[src/rtl/register_dump_unit_pkg.sv]
// Shared constants and types for the register dump unit: widths, byte
// count per register word and the FSM state encoding.
package register_dump_unit_pkg;

    localparam int TAM_DATA       = 32;
    localparam int TAM_DIREC_REG  = 5;
    localparam int CANT_REGISTROS = 32;
    localparam int TAM_BYTE       = 8;

    localparam int BYTES_POR_DATO = TAM_DATA / TAM_BYTE;
    localparam int TAM_CONT_BYTE  = $clog2(BYTES_POR_DATO);

    typedef enum logic [2:0] {
        IDLE = 3'd0,
        LOAD = 3'd1,
        SEND = 3'd2,
        WAIT = 3'd3,
        NEXT = 3'd4,
        DONE = 3'd5
    } state_t;

    typedef logic [TAM_DATA-1:0]      dato_t;
    typedef logic [TAM_DIREC_REG-1:0] direc_t;
    typedef logic [TAM_BYTE-1:0]      byte_t;
    typedef logic [TAM_CONT_BYTE-1:0] cont_byte_t;

endpackage

[src/rtl/register_dump_unit_if.sv]
// Bus bundle between the dump unit, the register-file debug read port and
// the debug UART transmitter.
//
// Handshake: the master drives o_tx_dato and pulses o_tx_start for one
// cycle; the byte is owned by the transmitter until it answers with a
// one-cycle i_tx_done pulse. The master keeps o_tx_dato stable over that
// whole window and never raises o_tx_start again before i_tx_done.
// The debug read port is purely combinational: i_dato_a_debug reflects
// o_direc_de_lectura_de_debug in the same cycle.
interface register_dump_unit_if;
    import register_dump_unit_pkg::*;

    direc_t o_direc_de_lectura_de_debug;
    dato_t  i_dato_a_debug;
    byte_t  o_tx_dato;
    logic   o_tx_start;
    logic   i_tx_done;

    modport master (
        output o_direc_de_lectura_de_debug,
        input  i_dato_a_debug,
        output o_tx_dato,
        output o_tx_start,
        input  i_tx_done
    );

    modport slave (
        input  o_direc_de_lectura_de_debug,
        output i_dato_a_debug,
        input  o_tx_dato,
        input  o_tx_start,
        output i_tx_done
    );

endinterface

[src/rtl/register_dump_unit_mux.sv]
// Generic word-to-slice multiplexer: picks slice 'enable' of BUS_SIZE bits
// out of a packed word of 2**BITS_ENABLES slices (slice 0 = LSBs).
module register_dump_unit_mux #(
    parameter int BITS_ENABLES = 2,
    parameter int BUS_SIZE     = 8
) (
    input  logic [BITS_ENABLES-1:0]                enable,
    input  logic [(2**BITS_ENABLES)*BUS_SIZE-1:0] data,
    output logic [BUS_SIZE-1:0]                    selected
);

    // Pure combinational slice selection
    always_comb begin
        selected = data[enable*BUS_SIZE +: BUS_SIZE];
    end

endmodule

[src/rtl/register_dump_unit.sv]
// Walks the register file debug port, captures each register and streams
// it LSB byte first to the debug UART transmitter.
module register_dump_unit
    import register_dump_unit_pkg::*;
(
    input  logic                        i_clk,
    input  logic                        i_reset,
    input  logic                        i_start,
    register_dump_unit_if.master        bus,
    output logic                        o_busy,
    output logic                        o_done,
    output state_t                      o_state
);

    localparam direc_t     ULTIMA_DIREC = direc_t'(CANT_REGISTROS - 1);
    localparam cont_byte_t ULTIMO_BYTE  = cont_byte_t'(BYTES_POR_DATO - 1);

    state_t     state;
    state_t     state_next;
    direc_t     direc;
    cont_byte_t cont_byte;
    dato_t      captura;

    // State register
    always_ff @(posedge i_clk or posedge i_reset) begin
        if (i_reset) state <= IDLE;
        else         state <= state_next;
    end

    // Next-state logic; i_tx_done only matters in WAIT, i_start only in IDLE
    always_comb begin
        state_next = state;
        unique case (state)
            IDLE: if (i_start) state_next = LOAD;
            LOAD: state_next = SEND;
            SEND: state_next = WAIT;
            WAIT: if (bus.i_tx_done) state_next = (cont_byte == ULTIMO_BYTE) ? NEXT : SEND;
            NEXT: state_next = (direc == ULTIMA_DIREC) ? DONE : LOAD;
            DONE: state_next = IDLE;
            default: state_next = IDLE;
        endcase
    end

    // Address, byte counter and capture register; the register value is
    // sampled only in LOAD so later register-file writes do not tear a word
    always_ff @(posedge i_clk or posedge i_reset) begin
        if (i_reset) begin
            direc     <= '0;
            cont_byte <= '0;
            captura   <= '0;
        end else begin
            unique case (state)
                IDLE: if (i_start) direc <= '0;
                LOAD: begin
                    captura   <= bus.i_dato_a_debug;
                    cont_byte <= '0;
                end
                WAIT: if (bus.i_tx_done && (cont_byte != ULTIMO_BYTE)) cont_byte <= cont_byte + 1'b1;
                NEXT: if (direc != ULTIMA_DIREC) direc <= direc + 1'b1;
                DONE: direc <= '0;
                default: ;
            endcase
        end
    end

    // Moore outputs decoded from the current state
    always_comb begin
        bus.o_tx_start = (state == SEND);
        o_busy         = (state != IDLE) && (state != DONE);
        o_done         = (state == DONE);
        o_state        = state;
    end

    assign bus.o_direc_de_lectura_de_debug = direc;

    register_dump_unit_mux #(
        .BITS_ENABLES (TAM_CONT_BYTE),
        .BUS_SIZE     (TAM_BYTE)
    ) u_byte_mux (
        .enable   (cont_byte),
        .data     (captura),
        .selected (bus.o_tx_dato)
    );

endmodule

[src/flat_wrapper.sv]
// flat-port wrapper written by rule: the top's interface ports become plain ports
module register_dump_unit_flat import register_dump_unit_pkg::*;
  (i_clk, i_reset, i_start, o_busy, o_done, o_state, bus_o_direc_de_lectura_de_debug, bus_i_dato_a_debug, bus_o_tx_dato, bus_o_tx_start, bus_i_tx_done);
  register_dump_unit_if bus_i ();
  input  logic i_clk;
  input  logic i_reset;
  input  logic i_start;
  output logic o_busy;
  output logic o_done;
  output state_t o_state;
  output wire logic [$bits(bus_i.o_direc_de_lectura_de_debug)-1:0] bus_o_direc_de_lectura_de_debug;
  input wire logic [$bits(bus_i.i_dato_a_debug)-1:0] bus_i_dato_a_debug;
  output wire logic [$bits(bus_i.o_tx_dato)-1:0] bus_o_tx_dato;
  output wire logic [$bits(bus_i.o_tx_start)-1:0] bus_o_tx_start;
  input wire logic [$bits(bus_i.i_tx_done)-1:0] bus_i_tx_done;
  assign bus_o_direc_de_lectura_de_debug = bus_i.o_direc_de_lectura_de_debug;
  assign bus_i.i_dato_a_debug = bus_i_dato_a_debug;
  assign bus_o_tx_dato = bus_i.o_tx_dato;
  assign bus_o_tx_start = bus_i.o_tx_start;
  assign bus_i.i_tx_done = bus_i_tx_done;
  register_dump_unit u_core (.i_clk(i_clk), .i_reset(i_reset), .i_start(i_start), .bus(bus_i), .o_busy(o_busy), .o_done(o_done), .o_state(o_state));
endmodule
[config.mk]
export PLATFORM = sky130hd
export DESIGN_NAME = register_dump_unit_flat
export DESIGN_NICKNAME = d
export VERILOG_FILES = /design/src/rtl/register_dump_unit_pkg.sv /design/src/rtl/register_dump_unit_if.sv /design/src/rtl/register_dump_unit_mux.sv /design/src/rtl/register_dump_unit.sv /design/src/flat_wrapper.sv
export SDC_FILE = /design/constraint.sdc
export NUM_CORES = 1
export LEC_CHECK = 0
export CAP_MARGIN = 20
export CORE_MARGIN = 3
export CORE_UTILIZATION = 24
export CTS_CLUSTER_DIAMETER = 30
export CTS_CLUSTER_SIZE = 12
export DETAILED_ROUTE_END_ITERATION = 6
export GPL_TIMING_DRIVEN = 0
export PLACE_DENSITY = 0.57
export SETUP_SLACK_MARGIN = 0.3
export SYNTH_ARGS = -nofsm -noshare
export SYNTH_HDL_FRONTEND = slang
export SYNTH_SLANG_ARGS = --single-unit
[constraint.sdc]
create_clock -name i_clk -period 2.05 [get_ports i_clk]
set_input_delay 0.3075 -clock i_clk [delete_from_list [all_inputs] [get_ports i_clk]]
set_output_delay 0.3075 -clock i_clk [all_outputs]
set_load 0.1 [all_outputs]
==> results.md, run 1 <==
* HP Class: input pin to asynchronous set/reset pin
* Reg2Reg Depth at 6
* Mux cell area share after synthesis at about 28%
* TritonRoute pass-1 iters at 4
* Power share of the clock group at between 10% and 20%
* Synth Area in Adders at 1.88%
* Total CTS buffers at 5
* Max Cap Viol at 0
* Setup violations, final at 0
* Final period util at between 80% and 90%
* Dpl ws at -444 ps
* Fraction of layout cells with a size suffix above 1 at 46.6%
* P_sw at between 2 and 3 mW
* Final Hold Fails at 0
* Simple-Gate Fraction of Synth Area at slightly above 8%
* Via count at about 1400
* Worst Setup End Kind: primary output
* Leak at between 1 and 1.5 nW
* Critical Path RT at about 1700 ps
* IO Pins at 55
* Clock root buffer: clkbuf_8
* Worst EP arrival at roughly 1500 ps
* Setup slack after layout at 213 ps
* First-pass GRT wire length at 7780 um
* Worst-Skew Late Latency at approximately 280 ps
* Final nets at 247
* Diodes inserted at 0
* Combinational Power Share at between 60% and 70%
* Top layer in use: met4
* FILL cells at approximately 800
* WL/cell at 15.0 um
* Min Clock Period, post-route at 1840 ps
* Site Rows at 32
* Startpoint types: flop
* Met3 WL post-DR at between 200 and 300 um
* PortBufs at 54
* Buf/Inv on CP at 2
* Detail Placement HPWL at approximately 3300 um
* CTS tree: yes
* Final Wtd Congestion at around 0.77
* Pin count of the biggest net entering global routing at 35
* Met2 wire len at 2100 um
* Synthesized area at approximately 2000 um2
* Final wirelength at approximately 4700 um
* Worst-path clk slew at roughly 80 ps
* Max incr delay on CP at 520 ps
* Clock skew at approximately 3.5 ps
* Synth-to-Final Area Change at 52.4%
* Synthesis Warnings at 0
* GRT Resource Usage Total at 10.3%
* Delay-heaviest family, CP: multiplexers
* Multi-input logic area at a little over 900 um2
* Reg2Reg Setup Slack at 370 ps
* Worst-Margin Slew at about 550 ps
* Max Freq at 544 MHz
* Vias per cell at 4.47
* Rel. slew slack at 63.6%
* Die area at between 9000 and 10000 um2
* Internal Power at ~2.8 mW
* CP max FO at 6
* FF/Latch Area at between 1000 and 1500 um2
* VDD IR max at about 780 uV
* H-tree levels at 2
* Crit-path slowest cell: mux4_2
* Vias in the first global route at about 1500
* Die W at 97.1 um
* Core ar. at just under 8000 um2
* Final Max Slew Viols at 0
* Antenna violations before repair at 0
* Maximum buffer depth of the clock tree at 2
* Largest family of logic cells by synthesized area: multiplexers
* Starting density of the core at between 20% and 30%
* Final global-route overflow total at 0
* Synth Area in Compound Gates at 5.02%
* Clock sink count at 42
* Setup CP Type: flop to primary output
* Post-synthesis sequential area ratio at 52.7%
* Switching share of total power at 47.0%
* Antenna-violating nets left at 0
* Synthesized area per cell at 14.7 um2
* Placed cells at just under 300
* Worst reg2reg path endpoint: u_core.bus.o_direc_de_lectura_de_debug[3]
* M1 WL at between 2000 and 2500 um
* Post-synthesis register bit count at 42
* Sequential power share at a little over a quarter
* Finished Layout Cells at just over 300
* Syn Nets at ~180
* Xor and xnor area share after synthesis at 0%
* Outcome: complete, no violations
* Cell breakdown of the critical path: buf_8, mux4_2, buf_6
* Iter 0 DRT Violations at 22
* Cell count after synthesis at roughly 140
* Die height at slightly below 100 um
* RSZ-0062 raised after global routing: true
* P per Cell Area at 1750 nW/um2
* Count of different cell masters after synthesis at 36
* DRC viols at 0
* RR Startpoint: u_core.bus.o_direc_de_lectura_de_debug[0]
[layout by cell type, fill, tap and decap left out, drive strengths merged, types with 2 or more instances in the layout]
| master | instances |
|---|---|
| dfrtp | 42 |
| clkdlybuf4s50 | 35 |
| inv | 4 |
| and3 | 3 |
| nor4b | 2 |
| clkbuf | 7 |
| mux4 | 8 |
| nor2 | 2 |
| clkdlybuf4s15 | 8 |
| mux2 | 33 |
| a22o | 2 |
| nor2b | 2 |
| nand3 | 2 |
| nand2b | 5 |
| nor3 | 2 |
| buf | 29 |
| nor3b | 2 |
| ha | 3 |
[synthesized netlist by cell type]
library cell  count  share of area [%]
a211o_1           1               0.44
a21oi_1           1               0.25
a221o_1           1               0.50
a221oi_1          1               0.44
a22o_1            2               0.88
a31oi_1           1               0.31
a32oi_1           1               0.44
a41oi_1           1               0.44
and3_1            3               0.94
and3b_1           1               0.44
buf_2             4                1.0
buf_6             4                2.3
dfrtp_1          42                 53
ha_1              3                1.9
inv_1             3               0.56
inv_2             1               0.19
mux2_1           10                5.6
mux2_2           23                 13
mux2i_1           1               0.50
mux4_2            8                9.0
nand2_1           1               0.19
nand2b_1          5                1.6
nand3_1           2               0.50
nor2_1            1               0.19
nor2_4            1               0.56
nor2b_1           2               0.63
nor3_1            2               0.50
nor3b_1           2               0.75
nor4b_1           1               0.44
nor4b_2           1               0.75
o211ai_1          1               0.38
o21ai_0           1               0.25
o21bai_1          1               0.38
o22ai_1           1               0.31
or3_1             1               0.31
or4_1             1               0.38
[registers in the layout, summed over array words and instances, names as in the netlist]
name	cells
u_core.cont_byte	2
u_core.bus.o_direc_de_lectura_de_debug	5
u_core.captura	32
u_core.o_state	3
[routing by layer]
layer	global-route usage, %	up-vias
li1	-	654
met1	14.4	683
met2	15.6	45
met3	3.30	5
met4	2.27	0
met5	0	-
[final cells by class]
cell class,count,area share (%)
plain buffers,8,2.97
inverters,4,0.577
clock inverters,1,0.989
multi-input cells,82,30.8
repair buffers,65,22.4
clock buffers,6,2.72
well taps,102,4.20
flip-flops and latches,42,35.4
[stage by stage]
stage | cell area, um2 | total power [mW] | utilization [%] | hold WS [ps] | TNS [ps]
after floorplan | 2100 | 3.79 | - | 442 | 0
after global placement | 2760 | 4.41 | 35.0 | 463 | -14980
after detailed placement | 2780 | 4.45 | 35.3 | 472 | -4100
after CTS | 3000 | 5.32 | 38.0 | 262 | 0
after global routing | 3040 | 5.57 | 38.5 | 275 | 0
final | 3040 | 5.32 | 38.5 | 258 | 0
[power by group through the flow]
stage | registers (mW) | clock network, mW | logic, mW
after floorplan | 1.55 | 0 | 2.24
after global placement | 1.43 | 0 | 2.99
after detailed placement | 1.43 | 0 | 3.01
after CTS | 1.42 | 0.690 | 3.21
after global routing | 1.46 | 0.723 | 3.39
final | 1.41 | 0.664 | 3.24
[what timing repair did]
action	in CTS	in global routing
pin swaps	2	3
setup buffers	8	2
gates cloned	0	0
hold buffers	0	0
setup endpoints to repair	20	17
resized for setup	107	6
[cell families after synthesis]
| logic type | Yosys count |
|---|---|
| AOI/OAI and AO/OA | 13 |
| muxes | 42 |
| DFF | 42 |
| and+or+nand+nor | 24 |
| adders and majority gates | 3 |
| buffers and inverters | 12 |
[worst max-delay path by stage]
stage	startpoint	end	slack [ps]	cells past startpoint
2_1_floorplan	u_core.o_state[0]	bus_o_tx_start	140	2
6_report	u_core.cont_byte[0]	bus_o_tx_dato[5]	210	3
4_1_cts	u_core.cont_byte[0]	bus_o_tx_dato[5]	160	3
5_1_grt	u_core.cont_byte[0]	bus_o_tx_dato[7]	150	3
3_5_place_dp	u_core.cont_byte[0]	bus_o_tx_dato[5]	-440	3
3_3_place_gp	i_reset	u_core.o_state[0]	-460	2
No activity file was read; power rests on OpenSTA's default activity.
==> run 2: changes to the inputs <==
- SETUP_SLACK_MARGIN: 0.3 -> 0.2
==> run 2 against run 1 <==
  * Wire length is 3.3% lower
  * Maximum frequency shrank 0.72%
  * Die area did not move
  * Cell count decreased by 0.65%
  * Count of clock-buffer cells in the layout fell by 1
  * First-iteration DRC count is 36% higher
==> results.md, run 2 (synthesis gave the netlist of run 1 again) <==
* Final Hold Fails at 0
* Final Max Slew Viols at 0
* Pin count of the biggest net entering global routing at 37
* GR Layer Usage met1 at a little over an eighth
* Final Wtd Congestion at 0.772
* Outcome: complete, no violations
* Reg2Reg Depth at 6
* PortBufs at 54
* Iter 0 DRT Violations at 30
* Max Freq at between 500 and 600 MHz
* CTS tree: yes
* Final period util at 90.3%
* Reg2Reg Setup Slack at roughly 260 ps
* Final global-route overflow total at 0
* Dpl ws at -435 ps
* Final wirelength at approximately 4500 um
* CP max FO at 6
* Setup violations, final at 0
* First-pass GRT wire length at approximately 7600 um
* Fraction of layout cells with a size suffix above 1 at 44.7%
* Crit path from: u_core.cont_byte[0]
* Clock sink count at 42
* Vias in the first global route at around 1500
* Vias per cell at roughly 4.3
* DRC viols at 0
* TritonRoute pass-1 iters at 3
* Setup slack after layout at around 200 ps
* Clock skew at 11.0 ps
* Worst reg2reg path endpoint: u_core.bus.o_direc_de_lectura_de_debug[3]
* WL/cell at 14.6 um
* Worst-Margin Slew at ~550 ps
* Via count at 1338
* Post-layout util at 37.2%
* Largest reg by FF count: u_core.captura
* Antenna violations before repair at 0
* CTS Hold Buffers Added at 0
* Antenna-violating nets left at 0
* Worst Setup End Kind: primary output
* Max FFs per register at 32
* RSZ-0062 raised after global routing: true
* Hold_ws at 219 ps
* Worst-path clk slew at approximately 90 ps
* Core ar. at 7890 um2
* Die area at 9430 um2
* Synth-to-Final Area Change at 47.1%
* Starting density of the core at 25.3%
* IO Pins at 55
* Final nets at 244
* Diodes inserted at 0
* Maximum buffer depth of the clock tree at 2
* Worst Setup EP: bus_o_tx_dato[3]
* Clock root buffer: clkbuf_8
* Detail Placement HPWL at approximately 3200 um
* Min Clock Period, post-route at roughly 1900 ps
* Worst-Skew Late Latency at 300 ps
* HP Class: input pin to asynchronous set/reset pin
* Commonest non-fill, non-tap cell in the layout: clkdlybuf4s50_1
* H-tree levels at 2
* Critical Path RT at about 1700 ps
* Max Cap Viol at 0
* GR peak layer: met2
* Startpoint types: flop
* Worst EP arrival at roughly 1500 ps
* Die W at ~100 um
* Most frequent cells in the layout: 35 x clkdlybuf4s50_1, 34 x dfrtp_1, 23 x mux2_2
* Met3 Use GR at under 10%
* M2 GR Usage at between 15 and 20%
* GRT Resource Usage Total at approximately a tenth
* Setup CP Type: flop to primary output
* Site Rows at 32
* Total CTS buffers at 5
* Rel. slew slack at 63.5%
* RR Startpoint: u_core.bus.o_direc_de_lectura_de_debug[1]
* Die height at 97.1 um
-- run 2: cell types whose count changed in the layout (fill, tap and decap cells not counted), moves of 2 or more --
cell,before,now
clkbuf_2,0,2
clkinv_2,0,2
buf_6,13,11
clkdlybuf4s15_2,8,6
-- run 2: repair_timing --
| action | 4_1_cts | 5_1_grt |
|---|---|---|
| gates resized for setup | 103 | 4 |
| endpoints found under the setup margin | 19 | 12 |
| pin swaps | 0 | 1 |
| setup buffers | 5 | 2 |
-- run 2: cell type report --
class / count / area (um2)
Multi-Input combinational cell: 82 / 910
Inverter: 4 / 17.5
Clock inverter: 3 / 18.8
Clock buffer: 5 / 68.8
Tap cell: 102 / 128
Fill cell: 761 / 4950
Buffer: 8 / 87.6
Timing Repair Buffer: 62 / 629
Sequential cell: 42 / 1070
-- run 2: worst max-delay path, stage by stage, from the launching register on --
cell	delay [ps]
dfrtp_1	390
buf_8	150
mux4_2	520
buf_8	190
-- run 2: worst min path at each step --
stage | from | end
after detailed placement | u_core.captura[26] | u_core.captura[26]
after global placement | u_core.captura[26] | u_core.captura[26]
after CTS | i_reset | u_core.bus.o_direc_de_lectura_de_debug[1]
after floorplan | bus_i_dato_a_debug[0] | u_core.captura[0]
final | i_reset | u_core.bus.o_direc_de_lectura_de_debug[1]
after global routing | i_reset | u_core.bus.o_direc_de_lectura_de_debug[0]
-- run 2: metal layers --
layer,share of wire [%],routed length [um],up-vias
li1,-,-,644
met1,47,2140,640
met2,45,2020,46
met3,6.6,297,8
met4,1.2,55,0
met5,0,0,-
-- run 2: metrics by stage --
step                area [um2]  setup TNS, ps  instances
global placement          2740         -16960        292
global route              2930              0        308
CTS                       2920              0        306
finish                    2930              0        308
detailed placement        2760          -4130        293
floorplan                 2070              0        136
Power of run 2 is not shown: default switching activity piles up to over one toggle a cycle in this logic, so the estimate is an artifact.
==> run 3: changes to the inputs <==
- CTS_CLUSTER_SIZE: 12 -> 10
==> results of run 3 <==
No change in the layout: final DEF, timing and power equal those of run 2.
Power of run 3 is left out for the same reason.
